File: config.mk
export PLATFORM = sky130hd
export DESIGN_NAME = neogeo_wb_sdram_slave_flat
export DESIGN_NICKNAME = d
export VERILOG_FILES = /design/src/rtl/neogeo_wb_sdram_slave_if.sv /design/src/rtl/neogeo_wb_sdram_slave.sv /design/src/flat_wrapper.sv
export SDC_FILE = /design/constraint.sdc
export NUM_CORES = 1
export LEC_CHECK = 0
export CORE_MARGIN = 2
export CORE_UTILIZATION = 46
export CTS_CLUSTER_DIAMETER = 120
export DETAILED_ROUTE_END_ITERATION = 8
export PLACE_DENSITY = 0.85
export RECOVER_POWER = 50
export SETUP_SLACK_MARGIN = 0.4
export SLEW_MARGIN = 20
export SYNTH_ARGS = -nofsm -noshare
export SYNTH_HDL_FRONTEND = slang
export SYNTH_SLANG_ARGS = --single-unit
File: constraint.sdc
create_clock -name wb_clk_i -period 2 [get_ports wb_clk_i]
set_clock_uncertainty 0.2 [all_clocks]
set_input_delay 0.4 -clock wb_clk_i [delete_from_list [all_inputs] [get_ports wb_clk_i]]
set_output_delay 0.4 -clock wb_clk_i [all_outputs]
set_load 0.02 [all_outputs]
File: src/rtl/neogeo_wb_sdram_slave_if.sv
// Bus bundles for the NeoGeo Wishbone-to-SDRAM responder.
// neogeo_wb_if carries the 32-bit Wishbone classic bus.
// neogeo_mem_if carries the 16-bit req/ack port of the SDRAM controller.

interface neogeo_wb_if;
    logic [31:0] wb_adr_i;
    logic [31:0] wb_dat_i;
    logic [3:0]  wb_sel_i;
    logic        wb_we_i;
    logic        wb_stb_i;
    logic        wb_cyc_i;
    logic [31:0] wb_dat_o;
    logic        wb_ack_o;
    logic        wb_err_o;

    modport master (
        output wb_adr_i, wb_dat_i, wb_sel_i, wb_we_i, wb_stb_i, wb_cyc_i,
        input  wb_dat_o, wb_ack_o, wb_err_o
    );

    modport slave (
        input  wb_adr_i, wb_dat_i, wb_sel_i, wb_we_i, wb_stb_i, wb_cyc_i,
        output wb_dat_o, wb_ack_o, wb_err_o
    );
endinterface

interface neogeo_mem_if #(
    parameter int ADDR_W = 26
) ();
    logic              mem_req;
    logic              mem_we;
    logic [ADDR_W-2:0] mem_addr;
    logic [15:0]       mem_wdata;
    logic [1:0]        mem_be;
    logic              mem_ack;
    logic [15:0]       mem_rdata;

    modport master (
        output mem_req, mem_we, mem_addr, mem_wdata, mem_be,
        input  mem_ack, mem_rdata
    );

    modport slave (
        input  mem_req, mem_we, mem_addr, mem_wdata, mem_be,
        output mem_ack, mem_rdata
    );
endinterface

File: src/rtl/neogeo_wb_sdram_slave.sv
// Wishbone classic responder that splits each 32-bit access into up to two
// 16-bit req/ack transactions (low halfword first), skipping halfwords whose
// byte selects are all zero. A per-halfword wait limit turns a stuck memory
// into a wb_err_o pulse; dropping wb_cyc_i abandons the access silently once
// the outstanding halfword has finished.

module neogeo_wb_sdram_slave #(
    parameter int ADDR_W  = 26,
    parameter int TIMEOUT = 255
) (
    input  logic         wb_clk_i,
    input  logic         reset_n,
    neogeo_wb_if.slave   wb,
    neogeo_mem_if.master mem
);

    typedef enum logic [2:0] {
        S_IDLE,
        S_LO,
        S_GAP,
        S_HI,
        S_RESP
    } state_t;

    // Counter value in the last allowed wait cycle of a halfword.
    localparam logic [15:0] CNT_LAST = 16'(TIMEOUT - 1);

    // Registered state and outputs.
    state_t            r_state;
    logic [ADDR_W-3:0] r_word;
    logic              r_we;
    logic [1:0]        r_sel_hi;
    logic [15:0]       r_dat_hi;
    logic [31:0]       r_buf;
    logic [15:0]       r_cnt;
    logic              r_abort;
    logic              r_wb_ack;
    logic              r_wb_err;
    logic [31:0]       r_wb_dat;
    logic              r_mem_req;
    logic              r_mem_we;
    logic [ADDR_W-2:0] r_mem_addr;
    logic [15:0]       r_mem_wdata;
    logic [1:0]        r_mem_be;

    // Next-state values.
    state_t            w_state_nxt;
    logic [ADDR_W-3:0] w_word_nxt;
    logic              w_we_nxt;
    logic [1:0]        w_sel_hi_nxt;
    logic [15:0]       w_dat_hi_nxt;
    logic [31:0]       w_buf_nxt;
    logic [15:0]       w_cnt_nxt;
    logic              w_abort_nxt;
    logic              w_wb_ack_nxt;
    logic              w_wb_err_nxt;
    logic [31:0]       w_wb_dat_nxt;
    logic              w_mem_req_nxt;
    logic              w_mem_we_nxt;
    logic [ADDR_W-2:0] w_mem_addr_nxt;
    logic [15:0]       w_mem_wdata_nxt;
    logic [1:0]        w_mem_be_nxt;
    logic              w_timeout;

    // Address bits outside the halfword-address field are deliberately ignored.
    logic w_unused_adr;
    assign w_unused_adr = ^{wb.wb_adr_i[31:ADDR_W], wb.wb_adr_i[1:0]};

    assign wb.wb_ack_o   = r_wb_ack;
    assign wb.wb_err_o   = r_wb_err;
    assign wb.wb_dat_o   = r_wb_dat;
    assign mem.mem_req   = r_mem_req;
    assign mem.mem_we    = r_mem_we;
    assign mem.mem_addr  = r_mem_addr;
    assign mem.mem_wdata = r_mem_wdata;
    assign mem.mem_be    = r_mem_be;

    // Next-state and next-output decode; outputs are computed one cycle ahead
    // so that every port is driven straight from a flop.
    always_comb begin
        // NOTE: every variable gets its default here, before any branch, so no path can leave one unassigned and infer a latch.
        w_state_nxt     = r_state;
        w_word_nxt      = r_word;
        w_we_nxt        = r_we;
        w_sel_hi_nxt    = r_sel_hi;
        w_dat_hi_nxt    = r_dat_hi;
        w_buf_nxt       = r_buf;
        w_cnt_nxt       = r_cnt;
        w_abort_nxt     = r_abort;
        w_wb_ack_nxt    = 1'b0;
        w_wb_err_nxt    = 1'b0;
        w_wb_dat_nxt    = '0;
        w_mem_req_nxt   = r_mem_req;
        w_mem_we_nxt    = r_mem_we;
        w_mem_addr_nxt  = r_mem_addr;
        w_mem_wdata_nxt = r_mem_wdata;
        w_mem_be_nxt    = r_mem_be;
        w_timeout       = (r_cnt == CNT_LAST);

        unique case (r_state)
            S_IDLE: begin
                if (wb.wb_cyc_i && wb.wb_stb_i) begin
                    w_word_nxt   = wb.wb_adr_i[ADDR_W-1:2];
                    w_we_nxt     = wb.wb_we_i;
                    w_sel_hi_nxt = wb.wb_sel_i[3:2];
                    w_dat_hi_nxt = wb.wb_dat_i[31:16];
                    w_buf_nxt    = '0;
                    w_abort_nxt  = 1'b0;
                    w_cnt_nxt    = '0;
                    w_mem_we_nxt = wb.wb_we_i;
                    if (|wb.wb_sel_i[1:0]) begin
                        w_state_nxt     = S_LO;
                        w_mem_req_nxt   = 1'b1;
                        w_mem_addr_nxt  = {wb.wb_adr_i[ADDR_W-1:2], 1'b0};
                        w_mem_be_nxt    = wb.wb_sel_i[1:0];
                        w_mem_wdata_nxt = wb.wb_dat_i[15:0];
                    end else if (|wb.wb_sel_i[3:2]) begin
                        w_state_nxt     = S_HI;
                        w_mem_req_nxt   = 1'b1;
                        w_mem_addr_nxt  = {wb.wb_adr_i[ADDR_W-1:2], 1'b1};
                        w_mem_be_nxt    = wb.wb_sel_i[3:2];
                        w_mem_wdata_nxt = wb.wb_dat_i[31:16];
                    end else begin
                        // Nothing selected: answer at once with zero data.
                        w_state_nxt  = S_RESP;
                        w_wb_ack_nxt = 1'b1;
                    end
                end
            end

            S_LO, S_HI: begin
                // An abort is remembered but the halfword in flight still runs to completion.
                w_abort_nxt = r_abort | ~wb.wb_cyc_i;
                if (mem.mem_ack || w_timeout) begin
                    w_mem_req_nxt = 1'b0;
                    if (mem.mem_ack && !r_we) begin
                        if (r_state == S_LO) begin
                            w_buf_nxt[15:0] = mem.mem_rdata;
                        end else begin
                            w_buf_nxt[31:16] = mem.mem_rdata;
                        end
                    end
                    if (w_abort_nxt) begin
                        w_state_nxt = S_IDLE;
                    end else if (!mem.mem_ack) begin
                        // Timed out: skip any remaining halfword and terminate with an error.
                        w_state_nxt  = S_RESP;
                        w_wb_err_nxt = 1'b1;
                        w_wb_dat_nxt = w_buf_nxt;
                    end else if ((r_state == S_LO) && (|r_sel_hi)) begin
                        w_state_nxt = S_GAP;
                    end else begin
                        w_state_nxt  = S_RESP;
                        w_wb_ack_nxt = 1'b1;
                        w_wb_dat_nxt = w_buf_nxt;
                    end
                end else begin
                    w_cnt_nxt = r_cnt + 16'd1;
                end
            end

            S_GAP: begin
                if (r_abort || !wb.wb_cyc_i) begin
                    w_state_nxt = S_IDLE;
                end else begin
                    w_state_nxt     = S_HI;
                    w_cnt_nxt       = '0;
                    w_mem_req_nxt   = 1'b1;
                    w_mem_addr_nxt  = {r_word, 1'b1};
                    w_mem_be_nxt    = r_sel_hi;
                    w_mem_wdata_nxt = r_dat_hi;
                end
            end

            S_RESP: begin
                w_state_nxt = S_IDLE;
            end

            default: begin
                w_state_nxt = S_IDLE;
            end
        endcase
    end

    // State register and output flops; reset abandons any access in flight.
    always_ff @(posedge wb_clk_i or negedge reset_n) begin
        if (!reset_n) begin
            // NOTE: sequential state uses non-blocking assignments so every flop samples pre-edge values regardless of statement order.
            r_state     <= S_IDLE;
            r_word      <= '0;
            r_we        <= 1'b0;
            r_sel_hi    <= '0;
            r_dat_hi    <= '0;
            r_buf       <= '0;
            r_cnt       <= '0;
            r_abort     <= 1'b0;
            r_wb_ack    <= 1'b0;
            r_wb_err    <= 1'b0;
            r_wb_dat    <= '0;
            r_mem_req   <= 1'b0;
            r_mem_we    <= 1'b0;
            r_mem_addr  <= '0;
            r_mem_wdata <= '0;
            r_mem_be    <= '0;
        end else begin
            r_state     <= w_state_nxt;
            r_word      <= w_word_nxt;
            r_we        <= w_we_nxt;
            r_sel_hi    <= w_sel_hi_nxt;
            r_dat_hi    <= w_dat_hi_nxt;
            r_buf       <= w_buf_nxt;
            r_cnt       <= w_cnt_nxt;
            r_abort     <= w_abort_nxt;
            r_wb_ack    <= w_wb_ack_nxt;
            r_wb_err    <= w_wb_err_nxt;
            r_wb_dat    <= w_wb_dat_nxt;
            r_mem_req   <= w_mem_req_nxt;
            r_mem_we    <= w_mem_we_nxt;
            r_mem_addr  <= w_mem_addr_nxt;
            r_mem_wdata <= w_mem_wdata_nxt;
            r_mem_be    <= w_mem_be_nxt;
        end
    end

endmodule

File: src/flat_wrapper.sv
// flat-port wrapper written by rule: the top's interface ports become plain ports
module neogeo_wb_sdram_slave_flat 
#(
    parameter int ADDR_W  = 26,
    parameter int TIMEOUT = 255
)
  (wb_clk_i, reset_n, wb_wb_adr_i, wb_wb_dat_i, wb_wb_sel_i, wb_wb_we_i, wb_wb_stb_i, wb_wb_cyc_i, wb_wb_dat_o, wb_wb_ack_o, wb_wb_err_o, mem_mem_req, mem_mem_we, mem_mem_addr, mem_mem_wdata, mem_mem_be, mem_mem_ack, mem_mem_rdata);
  neogeo_wb_if wb_i ();
  neogeo_mem_if #(.ADDR_W(ADDR_W)) mem_i ();
  input  logic wb_clk_i;
  input  logic reset_n;
  input wire logic [$bits(wb_i.wb_adr_i)-1:0] wb_wb_adr_i;
  input wire logic [$bits(wb_i.wb_dat_i)-1:0] wb_wb_dat_i;
  input wire logic [$bits(wb_i.wb_sel_i)-1:0] wb_wb_sel_i;
  input wire logic [$bits(wb_i.wb_we_i)-1:0] wb_wb_we_i;
  input wire logic [$bits(wb_i.wb_stb_i)-1:0] wb_wb_stb_i;
  input wire logic [$bits(wb_i.wb_cyc_i)-1:0] wb_wb_cyc_i;
  output wire logic [$bits(wb_i.wb_dat_o)-1:0] wb_wb_dat_o;
  output wire logic [$bits(wb_i.wb_ack_o)-1:0] wb_wb_ack_o;
  output wire logic [$bits(wb_i.wb_err_o)-1:0] wb_wb_err_o;
  output wire logic [$bits(mem_i.mem_req)-1:0] mem_mem_req;
  output wire logic [$bits(mem_i.mem_we)-1:0] mem_mem_we;
  output wire logic [$bits(mem_i.mem_addr)-1:0] mem_mem_addr;
  output wire logic [$bits(mem_i.mem_wdata)-1:0] mem_mem_wdata;
  output wire logic [$bits(mem_i.mem_be)-1:0] mem_mem_be;
  input wire logic [$bits(mem_i.mem_ack)-1:0] mem_mem_ack;
  input wire logic [$bits(mem_i.mem_rdata)-1:0] mem_mem_rdata;
  assign wb_i.wb_adr_i = wb_wb_adr_i;
  assign wb_i.wb_dat_i = wb_wb_dat_i;
  assign wb_i.wb_sel_i = wb_wb_sel_i;
  assign wb_i.wb_we_i = wb_wb_we_i;
  assign wb_i.wb_stb_i = wb_wb_stb_i;
  assign wb_i.wb_cyc_i = wb_wb_cyc_i;
  assign wb_wb_dat_o = wb_i.wb_dat_o;
  assign wb_wb_ack_o = wb_i.wb_ack_o;
  assign wb_wb_err_o = wb_i.wb_err_o;
  assign mem_mem_req = mem_i.mem_req;
  assign mem_mem_we = mem_i.mem_we;
  assign mem_mem_addr = mem_i.mem_addr;
  assign mem_mem_wdata = mem_i.mem_wdata;
  assign mem_mem_be = mem_i.mem_be;
  assign mem_i.mem_ack = mem_mem_ack;
  assign mem_i.mem_rdata = mem_mem_rdata;
  neogeo_wb_sdram_slave #(.ADDR_W(ADDR_W), .TIMEOUT(TIMEOUT)) u_core (.wb_clk_i(wb_clk_i), .reset_n(reset_n), .wb(wb_i), .mem(mem_i));
endmodule
==> results of run 1 <==
[metrics by stage]
step                setup TNS [ps]  power [W]  hold slack [ps]
floorplan                        0    0.00828            -95.6
global placement            -27330     0.0102              103
detailed placement          -31340     0.0104              102
CTS                              0     0.0139              225
global route                  -156     0.0163              295
finish                           0     0.0156              271
[cell usage in the layout (no fill, tap or decap), types with 5 or more instances in the layout]
cell type / netlist / layout
nand2_1: 97 / 70
buf_16: 0 / 5
clkdlybuf4s50_1: 0 / 77
buf_6: 3 / 45
o21ai_0: 45 / 17
a21oi_1: 55 / 41
nand2_2: 0 / 17
o21ai_2: 0 / 20
nand2_4: 0 / 10
buf_12: 0 / 19
mux2i_4: 0 / 6
nor2_4: 1 / 15
a22o_1: 32 / 32
o21ai_1: 18 / 24
mux2i_1: 42 / 36
a22oi_1: 6 / 6
mux2_2: 43 / 43
clkbuf_16: 0 / 21
a21oi_2: 0 / 11
nor2_1: 46 / 30
buf_2: 22 / 14
clkbuf_1: 15 / 38
dfrtp_1: 173 / 170
buf_4: 6 / 83
[worst min-delay path by stage]
stage / depth (start not counted) / slack [ps] / startpoint / end
finish: 2 / 270 / u_core.mem.mem_addr[5] / u_core.mem.mem_addr[5]
global placement: 1 / 100 / reset_n / u_core.wb.wb_dat_o[19]
global route: 2 / 290 / u_core.mem.mem_addr[5] / u_core.mem.mem_addr[5]
detailed placement: 1 / 100 / reset_n / u_core.wb.wb_dat_o[17]
CTS: 2 / 220 / reset_n / u_core.wb.wb_dat_o[1]
floorplan: 0 / -100 / reset_n / u_core.mem.mem_addr[0]
[registers in the layout, indices dropped and copies added, names as in the netlist]
| signal | cells |
|---|---|
| u_core.r_buf | 32 |
| u_core.wb.wb_dat_o | 32 |
| u_core.mem.mem_addr | 25 |
| u_core.r_word | 24 |
| u_core.mem.mem_wdata | 16 |
| u_core.r_cnt | 16 |
| u_core.r_dat_hi | 16 |
| u_core.r_state | 3 |
| u_core.mem.mem_be | 2 |
| u_core.r_sel_hi | 2 |
| u_core.mem.mem_req | 1 |
| u_core.r_abort | 1 |
| u_core.r_we | 1 |
| u_core.wb.wb_ack_o | 1 |
| u_core.wb.wb_err_o | 1 |
[what timing repair did]
action	CTS	global route
gates resized for setup	377	175
hold buffers	1	0
pin swaps	35	36
setup buffers	20	36
setup endpoints to repair	251	209
hold endpoints to repair	80	0
gates cloned	6	5
[report_power, final]
| group | switching [W] | total [W] | leakage (nW) | internal, W |
|---|---|---|---|---|
| clock | 0.00150 | 0.00325 | 0.277 | 0.00174 |
| combinational | 0.00342 | 0.00700 | 2.64 | 0.00358 |
| sequential | 0.000757 | 0.00534 | 2.24 | 0.00458 |
[routing by layer]
metal,vias up,track usage [%],share of wire (%)
met5,-,0,0
met4,0,7.23,2.1
met3,48,7.66,7.7
met2,303,40.0,52
met1,3330,28.7,38
li1,2961,-,-
[cell type report]
| type | count | area share, % |
|---|---|---|
| Sequential cell | 173 | 37.1 |
| Multi-Input combinational cell | 463 | 31.2 |
| Timing Repair Buffer | 293 | 24.5 |
| Clock buffer | 18 | 3.68 |
| Tap cell | 216 | 2.32 |
| Clock inverter | 14 | 1.15 |
| Inverter | 4 | 0.129 |
[critical path: stages, from the launching register on]
cell,delay (ps)
dfrtp_1,410
buf_6,150
buf_8,140
nor2_4,150
nand4b_1,290
nand3b_1,260
buf_6,190
nor2_1,50
[cells by family after synthesis]
kind of cell	Yosys count	share of synthesized area [%]
fa+ha+maj	2	0.330
simple gates	193	11.6
buf+inv	51	3.48
xor+xnor	6	0.692
mux	85	11.9
compound gates	177	14.9
flops	173	57.0
==> out/qor.yml, run 1 <==
synth:
  syn_inst: 687
  yosysSeqAreaShare_pct: 57.0
  synth_nets: 779
  syn_area_um2: 7590
  synthTopCellsByCount: "173 x dfrtp_1, 97 x nand2_1, 55 x a21oi_1"
  synth_largest_area_cell: "dfrtp_1"
  avgSynthCellArea_um2: 11.1
  synth_cell_type_count: 53
  synth.most_common_cell: "dfrtp_1"
  synth_top_area_share_pct: 57.0
  synthArstFlopShare_pct: 100
  synth_seq_cells: 173
  synth_ff_type: "dfrtp_1"
  synth_edf_count: 0
  ys_top_cells_by_area: "dfrtp_1 57%, mux2_2 6.4%, mux2i_1 5.5%"
  yosysWarnings: 0
timing:
  worst_slew_pin_slew_ps: 780
  finalSetupViolCount: 0
  timing.final.crit_share_pct: 98.0
  max_freq_ghz: 0.510
  drv_slew: 0
  post-route-min-period_ps: 1960
  hold_viol: 0
  slew_headroom_pct: 48.0
  rsz0062_at_grt: "true"
  worst_slack_ps: 39.2
detailed_routing:
  drtIter0Drc: 455
  ant_nets: 0
  drc_errors: 0
  wl_per_cell_um: 19.8
  dr.pass1.iters: 5
  drt-total-wl_mm: 23.3
  viasPerCell: 5.62
  vias: 6642
clock_tree:
  clockRootBuffer: "clkbuf_16"
  insertion_delay_ps: 440
  clk_pin_slew_ps: 70
  htreeDepth: 4
  cts.sinks: 173
  ctsLongestPathBuffers: 2
  numCtsBuffers: 17
  cts_tree: "yes"
global_route:
  grtUsageTotal_pct: 23.6
  grt_max_degree: 61
  grt_overflow: 0
  antenna_found_initial: 0
  first_global_vias: 6550
  grt_pass1_wl_mm: 33.2
layout:
  post-route-util_pct: 72.9
  finalInstanceArea_um2: 11700
  nets: 1044
  regArea_um2: 4330
  final_layout_size_suffix_gt1_share_pct: 38.4
  area_delta_synth_final_pct: 53.7
  nFillCells: 1048
  multi_input_area_um2: 3640
  final_cells: 1181
  insertedDiodeCount: 0
place:
  gp_congestion: 0.794
  dpl_cell_area_um2: 10000
  dpl.cell_count: 1081
  post-place-ws_ps: -307
  hpwl_mm: 12.8
  port-buffer-count: 160
setup_path:
  end_kind: "register"
  start_kind: "register"
  cp_data_required_time_ps: 2120
  worstReg2RegStart: "u_core.r_state[1]"
  crit_start: "u_core.r_state[1]"
  reg2reg_setup_slack_ps: 40
  endpoint: "u_core.wb.wb_dat_o[15]"
  r2r_cells: 7
  crit_type: "reg2reg"
  crit_fanout: 9
  r2r_end: "u_core.wb.wb_dat_o[15]"
  critPathArrivalTime_ps: 2080
power:
  cellPowerDensity_nw_per_um2: 1340
  leakage_nw: 5.15
  ir_drop_v: 0.000817
outcome:
  status: "completed"
floorplanning:
  die_w_um: 132
  pin_count: 169
  core-area_um2: 16000
  dieHeight_um: 132
  rows: 46
  initial_core_util_pct: 47.5
  dieArea_um2: 17500
run:
  drv_cap: 0
hold_path:
  worst_hold_path_type: "reg2reg"
No activity file was read; power rests on OpenSTA's default activity.
==> inputs of run 2 (changes only) <==
--- a/config.mk
+++ b/config.mk
@@ -11,7 +11,6 @@
 export DETAILED_ROUTE_END_ITERATION = 8
 export PLACE_DENSITY = 0.85
 export RECOVER_POWER = 50
-export SETUP_SLACK_MARGIN = 0.4
 export SLEW_MARGIN = 20
 export SYNTH_ARGS = -nofsm -noshare
 export SYNTH_HDL_FRONTEND = slang
==> out/qor.yml, run 2 (synthesized netlist as in run 1, its figures left out) <==
hold_path:
  worst_hold_path_type: "reg2reg"
  hold_depth: 2  # unchanged
timing:
  hold_viol: 0  # unchanged
  slew_headroom_pct: 53.1  # +5.0 points
  max_freq_ghz: 0.508  # -0.33%
  finalSetupViolCount: 0  # unchanged
  post-route-min-period_ps: 1970  # +6.56 ps
  rsz0062_at_grt: "true"
  timing.final.crit_share_pct: 98.4  # +0.33 points
  worst_slew_pin_slew_ps: 704  # -75.7 ps
  drv_slew: 0  # unchanged
power:
  ir_drop_v: 0.000719  # -12%
  p_clk_share_pct: 25.3  # +4.5 points
  combPwrFrac_pct: 35.5  # -9.4 points
  cellPowerDensity_nw_per_um2: 1280  # -4.3%
  leakage_nw: 4.66  # -9.5%
  switching_share_pct: 34.5  # -1.9 points
  intPower_w: 0.00866  # -13%
  sequentialPowerShare_pct: 39.2  # +4.9 points
  power.switching_w: 0.00456  # -20%
  power_w: 0.0132  # -15%
detailed_routing:
  vias: 6010  # -9.5%
  ant_nets: 0  # unchanged
  drtIter0Drc: 314  # -31%
  wl_per_cell_um: 16.7  # -16%
  drt-total-wl_mm: 18.6  # -20%
  drc_errors: 0  # unchanged
  viasPerCell: 5.39  # -4.2%
  dr.pass1.iters: 4  # -1
clock_tree:
  clockRootBuffer: "clkbuf_16"
  ctsLongestPathBuffers: 2  # unchanged
  insertion_delay_ps: 430  # about the same
  htreeDepth: 4  # unchanged
  numCtsBuffers: 17  # unchanged
  cts.sinks: 173  # unchanged
  clk_pin_slew_ps: 70  # about the same
  cts_tree: "yes"
setup_path:
  end_kind: "output port"
  start_kind: "register"
  slowest_delay_ps: 610  # +200 ps
  crit_fanout: 1  # -8
  crit_chain: "clkdlybuf4s50_1"
  crit_type: "reg2out"
  critical_path.slowest_cell: "clkdlybuf4s50_1"
  path_buf_inv: 1  # -2
  path_delay_family: "buffers and inverters"
  critPathArrivalTime_ps: 1370  # -710 ps
  worst-path-stages: 1  # -6
  cp_data_required_time_ps: 1400  # -720 ps
  r2r_cells: 6  # -1
floorplanning:
  initial_core_util_pct: 47.5  # unchanged
  core-area_um2: 16000  # unchanged
  rows: 46  # unchanged
  dieArea_um2: 17500  # unchanged
  die_w_um: 132  # unchanged
  dieHeight_um: 132  # unchanged
  pin_count: 169  # unchanged
layout:
  final_common_cell: "dfrtp_1"
  finalInstanceArea_um2: 10300  # -11%
  nets: 980  # -6.1%
  final_layout_size_suffix_gt1_share_pct: 17.9  # -21 points
  layout_common_cells: "171 x dfrtp_1, 97 x nand2_1, 96 x clkdlybuf4s50_1, 54 x a21oi_1, 48 x buf_4"
  area_delta_synth_final_pct: 36.2
  insertedDiodeCount: 0  # unchanged
outcome:
  status: "completed"
global_route:
  grt_overflow: 0  # unchanged
  grt_max_degree: 51  # -16%
  first_global_vias: 6132  # -6.4%
  grtUsageTotal_pct: 22.1  # -1.4 points
  antenna_found_initial: 1  # +1
  grt_pass1_wl_mm: 31.2  # -6.0%
place:
  dpl_cell_area_um2: 9900  # -1.1%
  hpwl_mm: 12.8  # +0.22%
  gp_congestion: 0.817  # +3.0%
  port-buffer-count: 160  # unchanged
run:
  drv_cap: 0  # unchanged
run 2: cell count changes in the layout (fill, tap and decap cells not counted), sizes merged, moves of 2 or more:
| cell | delta |
|---|---|
| dlymetal6s2s | -2 |
| clkbuf | -17 |
| buf | -108 |
| dlygate4sd2 | +45 |
| clkdlybuf4s50 | +19 |
run 2: stage by stage:
| stage | TNS, ps | util [%] | setup slack, ps | hold slack, ps | cells |
|---|---|---|---|---|---|
| finish | 0 | 64.6 | 32.6 | 281 | 1116 |
| CTS | 0 | 65.4 | 0.197 | 285 | 1115 |
| global placement | -29110 | 61.9 | -276 | 195 | 1082 |
| global route | -14.3 | 64.6 | -8.09 | 309 | 1116 |
| detailed placement | -32490 | 61.9 | -352 | 202 | 1082 |
| floorplan | 0 | - | 70.5 | -95.6 | 687 |
run 2: power by group through the flow:
| stage | sequential (W) | combinational (W) | clock, W |
|---|---|---|---|
| 2_1_floorplan | 0.00565 | 0.00230 | 0 |
| 3_3_place_gp | 0.00517 | 0.00485 | 0 |
| 3_5_place_dp | 0.00522 | 0.00499 | 0 |
| 4_1_cts | 0.00516 | 0.00477 | 0.00340 |
| 5_1_grt | 0.00531 | 0.00512 | 0.00356 |
| 6_report | 0.00518 | 0.00470 | 0.00335 |
run 2: worst reg2reg max path, stage by stage, from the launching register on:
cell and delay, ps:
dfrtp_2 450, or2_1 240, a31oi_2 360, a2111oi_4 110
buf_4 170, buf_4 120, a31o_1 190
run 2: path summary, 6_finish.rpt:
path                                          from                       end  slack (ps)
max                         u_core.wb.wb_dat_o[27]           wb_wb_dat_o[27]          30
max reg2reg                      u_core.r_state[1]           u_core.r_cnt[3]          50
min                        u_core.mem.mem_addr[21]   u_core.mem.mem_addr[21]         280
max in group asynchronous                  reset_n          u_core.r_buf[12]         240
min in group asynchronous                  reset_n  u_core.mem.mem_wdata[14]         400
min reg2reg                u_core.mem.mem_addr[21]   u_core.mem.mem_addr[21]         280
run 2: cell type report:
type | instances | area, um2
flip-flops and latches | 173 | 4330
well taps | 216 | 270
multi-input cells | 463 | 3030
clock buffers | 18 | 439
fillers | 1288 | 5660
repair buffers | 229 | 2100
inverters | 4 | 15.0
clock inverters | 13 | 155
run 2: timing repair:
item                       CTS  global route
hold buffers                 1             0
pin swaps                    1             4
buffers inserted             1             1
hold endpoints to repair    43             0
resized for setup           47            28
setup endpoints to repair   66            88
run 2: routing by layer:
metal | up-vias | global-route usage [%] | share of wire (%) | wire (um)
li1 | 2835 | - | - | -
met4 | 2 | 6.81 | 1.6 | 291
met2 | 188 | 36.7 | 49 | 9180
met5 | - | 0 | 0.059 | 11
met1 | 2957 | 28.3 | 42 | 7900
met3 | 28 | 6.32 | 6.7 | 1250
==> inputs of run 3 (changes only) <==
==> constraint.sdc (replaced) <==
create_clock -name wb_clk_i -period 2 [get_ports wb_clk_i]
set_clock_uncertainty 0.2 [all_clocks]
set_input_delay 0.6 -clock wb_clk_i [delete_from_list [all_inputs] [get_ports wb_clk_i]]
set_output_delay 0.6 -clock wb_clk_i [all_outputs]
set_load 0.02 [all_outputs]
==> out/qor.yml, run 3 (synthesized netlist as in run 1, its figures left out) <==
clock_tree:
  ctsLongestPathBuffers: 2  # unchanged
  clk_pin_slew_ps: 70  # about the same
  clockRootBuffer: "clkbuf_16"
  cts.sinks: 173  # unchanged
  insertion_delay_ps: 420  # about the same
  numCtsBuffers: 17  # unchanged
  htreeDepth: 4  # unchanged
  cts_tree: "yes"
layout:
  final_cells: 1121  # +0.45%
  finalInstanceArea_um2: 10500  # +1.8%
  nFillCells: 1254  # -2.6%
  final_layout_size_suffix_gt1_share_pct: 19.8  # +1.9 points
  final_common_cell: "dfrtp_1"
  layout_common_cells: "172 x dfrtp_1, 96 x nand2_1, 78 x dlygate4sd2_1, 77 x clkdlybuf4s50_1, 49 x a21oi_1"
  nets: 983  # +0.31%
  area_delta_synth_final_pct: 38.6
power:
  ir_drop_v: 0.000729  # +1.4%
  leakage_nw: 4.88  # +4.9%
  power_w: 0.0133  # +0.52%
  combPwrFrac_pct: 36.2  # +0.7 points
  power.switching_w: 0.00470  # +3.0%
  intPower_w: 0.00859  # -0.79%
  switching_share_pct: 35.4  # +0.85 points
  cellPowerDensity_nw_per_um2: 1260  # -1.2%
  p_clk_share_pct: 25.0  # -0.3 points
  sequentialPowerShare_pct: 38.9  # -0.3 points
timing:
  post-route-min-period_ps: 1960  # -7.27 ps
  fin_tns_setup_ps: 0  # unchanged
  slew_headroom_pct: 43.5  # -9.6 points
  rsz0062_at_grt: "true"
  timing.final.crit_share_pct: 98.0  # -0.36 points
  finalSetupViolCount: 0  # unchanged
  worst_slew_pin_slew_ps: 848  # +144 ps
  max_freq_ghz: 0.510  # +0.37%
  drv_slew: 0  # unchanged
  hold_viol: 0  # unchanged
  worst_slack_ps: 39.9  # +7.27 ps
floorplanning:
  dieArea_um2: 17500  # unchanged
  core-area_um2: 16000  # unchanged
  pin_count: 169  # unchanged
  dieHeight_um: 132  # unchanged
  die_w_um: 132  # unchanged
  initial_core_util_pct: 47.5  # unchanged
  rows: 46  # unchanged
setup_path:
  critPathArrivalTime_ps: 1160  # -210 ps
  reg2reg_setup_slack_ps: 40  # about the same
  critical_path.slowest_cell: "dfrtp_1"
  end_kind: "output port"
  start_kind: "register"
  path_buf_inv: 1  # unchanged
  crit_chain: "dlygate4sd2_1"
  crit_type: "reg2out"
  worstReg2RegStart: "u_core.r_cnt[0]"
  crit_fanout: 2  # +1
  path_delay_family: "flip-flops"
  r2r_end: "u_core.r_cnt[5]"
  r2r_cells: 8  # +2
  cp_data_required_time_ps: 1200  # -200 ps
  slowest_delay_ps: 410  # -200 ps
hold_path:
  hold_path_startpoint: "u_core.mem.mem_wdata[6]"
  hold-path-endpoint: "u_core.mem.mem_wdata[6]"
  worst_hold_path_type: "reg2reg"
  hold_depth: 2  # unchanged
detailed_routing:
  viasPerCell: 5.37  # -0.21%
  dr.pass1.iters: 4  # unchanged
  drc_errors: 0  # unchanged
  drt-total-wl_mm: 18.7  # +0.13%
  ant_nets: 0  # unchanged
  wl_per_cell_um: 16.6  # -0.31%
  vias: 6024  # +0.23%
  drtIter0Drc: 293  # -6.7%
place:
  hpwl_mm: 12.8  # -0.37%
  post-place-ws_ps: -628  # -276 ps
  dpl_cell_area_um2: 9870  # -0.28%
  dpl.cell_count: 1078  # -0.37%
  port-buffer-count: 160  # unchanged
  gp_congestion: 0.857  # +4.9%
run:
  drv_cap: 0  # unchanged
global_route:
  grt_max_degree: 45  # -12%
  grtUsageTotal_pct: 21.6  # -0.56 points
  grt_overflow: 0  # unchanged
  grt_pass1_wl_mm: 30.5  # -2.3%
  antenna_found_initial: 0  # -1
  first_global_vias: 6097  # -0.57%
outcome:
  status: "completed"
run 3: cell count changes in the layout (fill, tap and decap cells not counted), moves of 3 or more:
cell             before  now
dlygate4sd2_1        46   78
clkbuf_1             19    0
clkdlybuf4s50_1      96   77
a21oi_1              54   49
a21oi_2               1    6
buf_6                 1    4
clkdlybuf4s15_1       0    3
nor2_1               44   41
run 3: metal layers:
metal / up-vias / share of wire (%) / global-route usage [%]
met2: 182 / 50 / 36.7
met5: - / 0 / 0
met3: 17 / 7.1 / 6.51
met4: 0 / 0.92 / 5.26
li1: 2832 / - / -
met1: 2993 / 42 / 27.1
run 3: power groups by stage:
stage / combinational (W) / sequential [W] / clock [W]
6_report: 0.00481 / 0.00517 / 0.00332
5_1_grt: 0.00522 / 0.00529 / 0.00353
4_1_cts: 0.00474 / 0.00515 / 0.00336
3_5_place_dp: 0.00497 / 0.00522 / 0
3_3_place_gp: 0.00484 / 0.00517 / 0
2_1_floorplan: 0.00232 / 0.00565 / 0
run 3: cell type report:
cell class                      count  area (um2)  share of cell area, %
Timing Repair Buffer              232        2220                   21.1
Multi-Input combinational cell    463        3090                   29.4
Clock buffer                       17         425                   4.04
Antenna cell                        1        2.50                 0.0238
Clock inverter                     15         168                   1.59
Inverter                            4        15.0                  0.143
Tap cell                          216         270                   2.57
Sequential cell                   173        4330                   41.1
run 3: through the flow:
step	util [%]	hold slack, ps
floorplan	-	104
global placement	61.7	261
detailed placement	61.7	270
CTS	65.2	281
global route	65.8	304
finish	65.8	279
run 3: worst max path at each step:
| stage | from | depth (start not counted) | endpoint | slack (ps) |
|---|---|---|---|---|
| 5_1_grt | u_core.r_cnt[0] | 8 | u_core.r_cnt[5] | -30 |
| 3_5_place_dp | wb_wb_stb_i | 6 | u_core.r_cnt[4] | -630 |
| 3_3_place_gp | wb_wb_stb_i | 6 | u_core.r_cnt[7] | -540 |
| 6_report | u_core.mem.mem_addr[0] | 1 | mem_mem_addr[0] | 40 |
| 4_1_cts | u_core.r_we | 1 | mem_mem_we | 7 |
| 2_1_floorplan | wb_wb_sel_i[0] | 8 | u_core.mem.mem_addr[0] | -20 |
run 3: timing repair:
| action | 4_1_cts | 5_1_grt |
|---|---|---|
| buffers inserted | 4 | 5 |
| gates cloned | 0 | 0 |
| hold buffers | 1 | 0 |
| setup endpoints to repair | 175 | 83 |
| endpoints found under the hold margin | 24 | 0 |
| resized for setup | 90 | 22 |
| pin swaps | 5 | 11 |
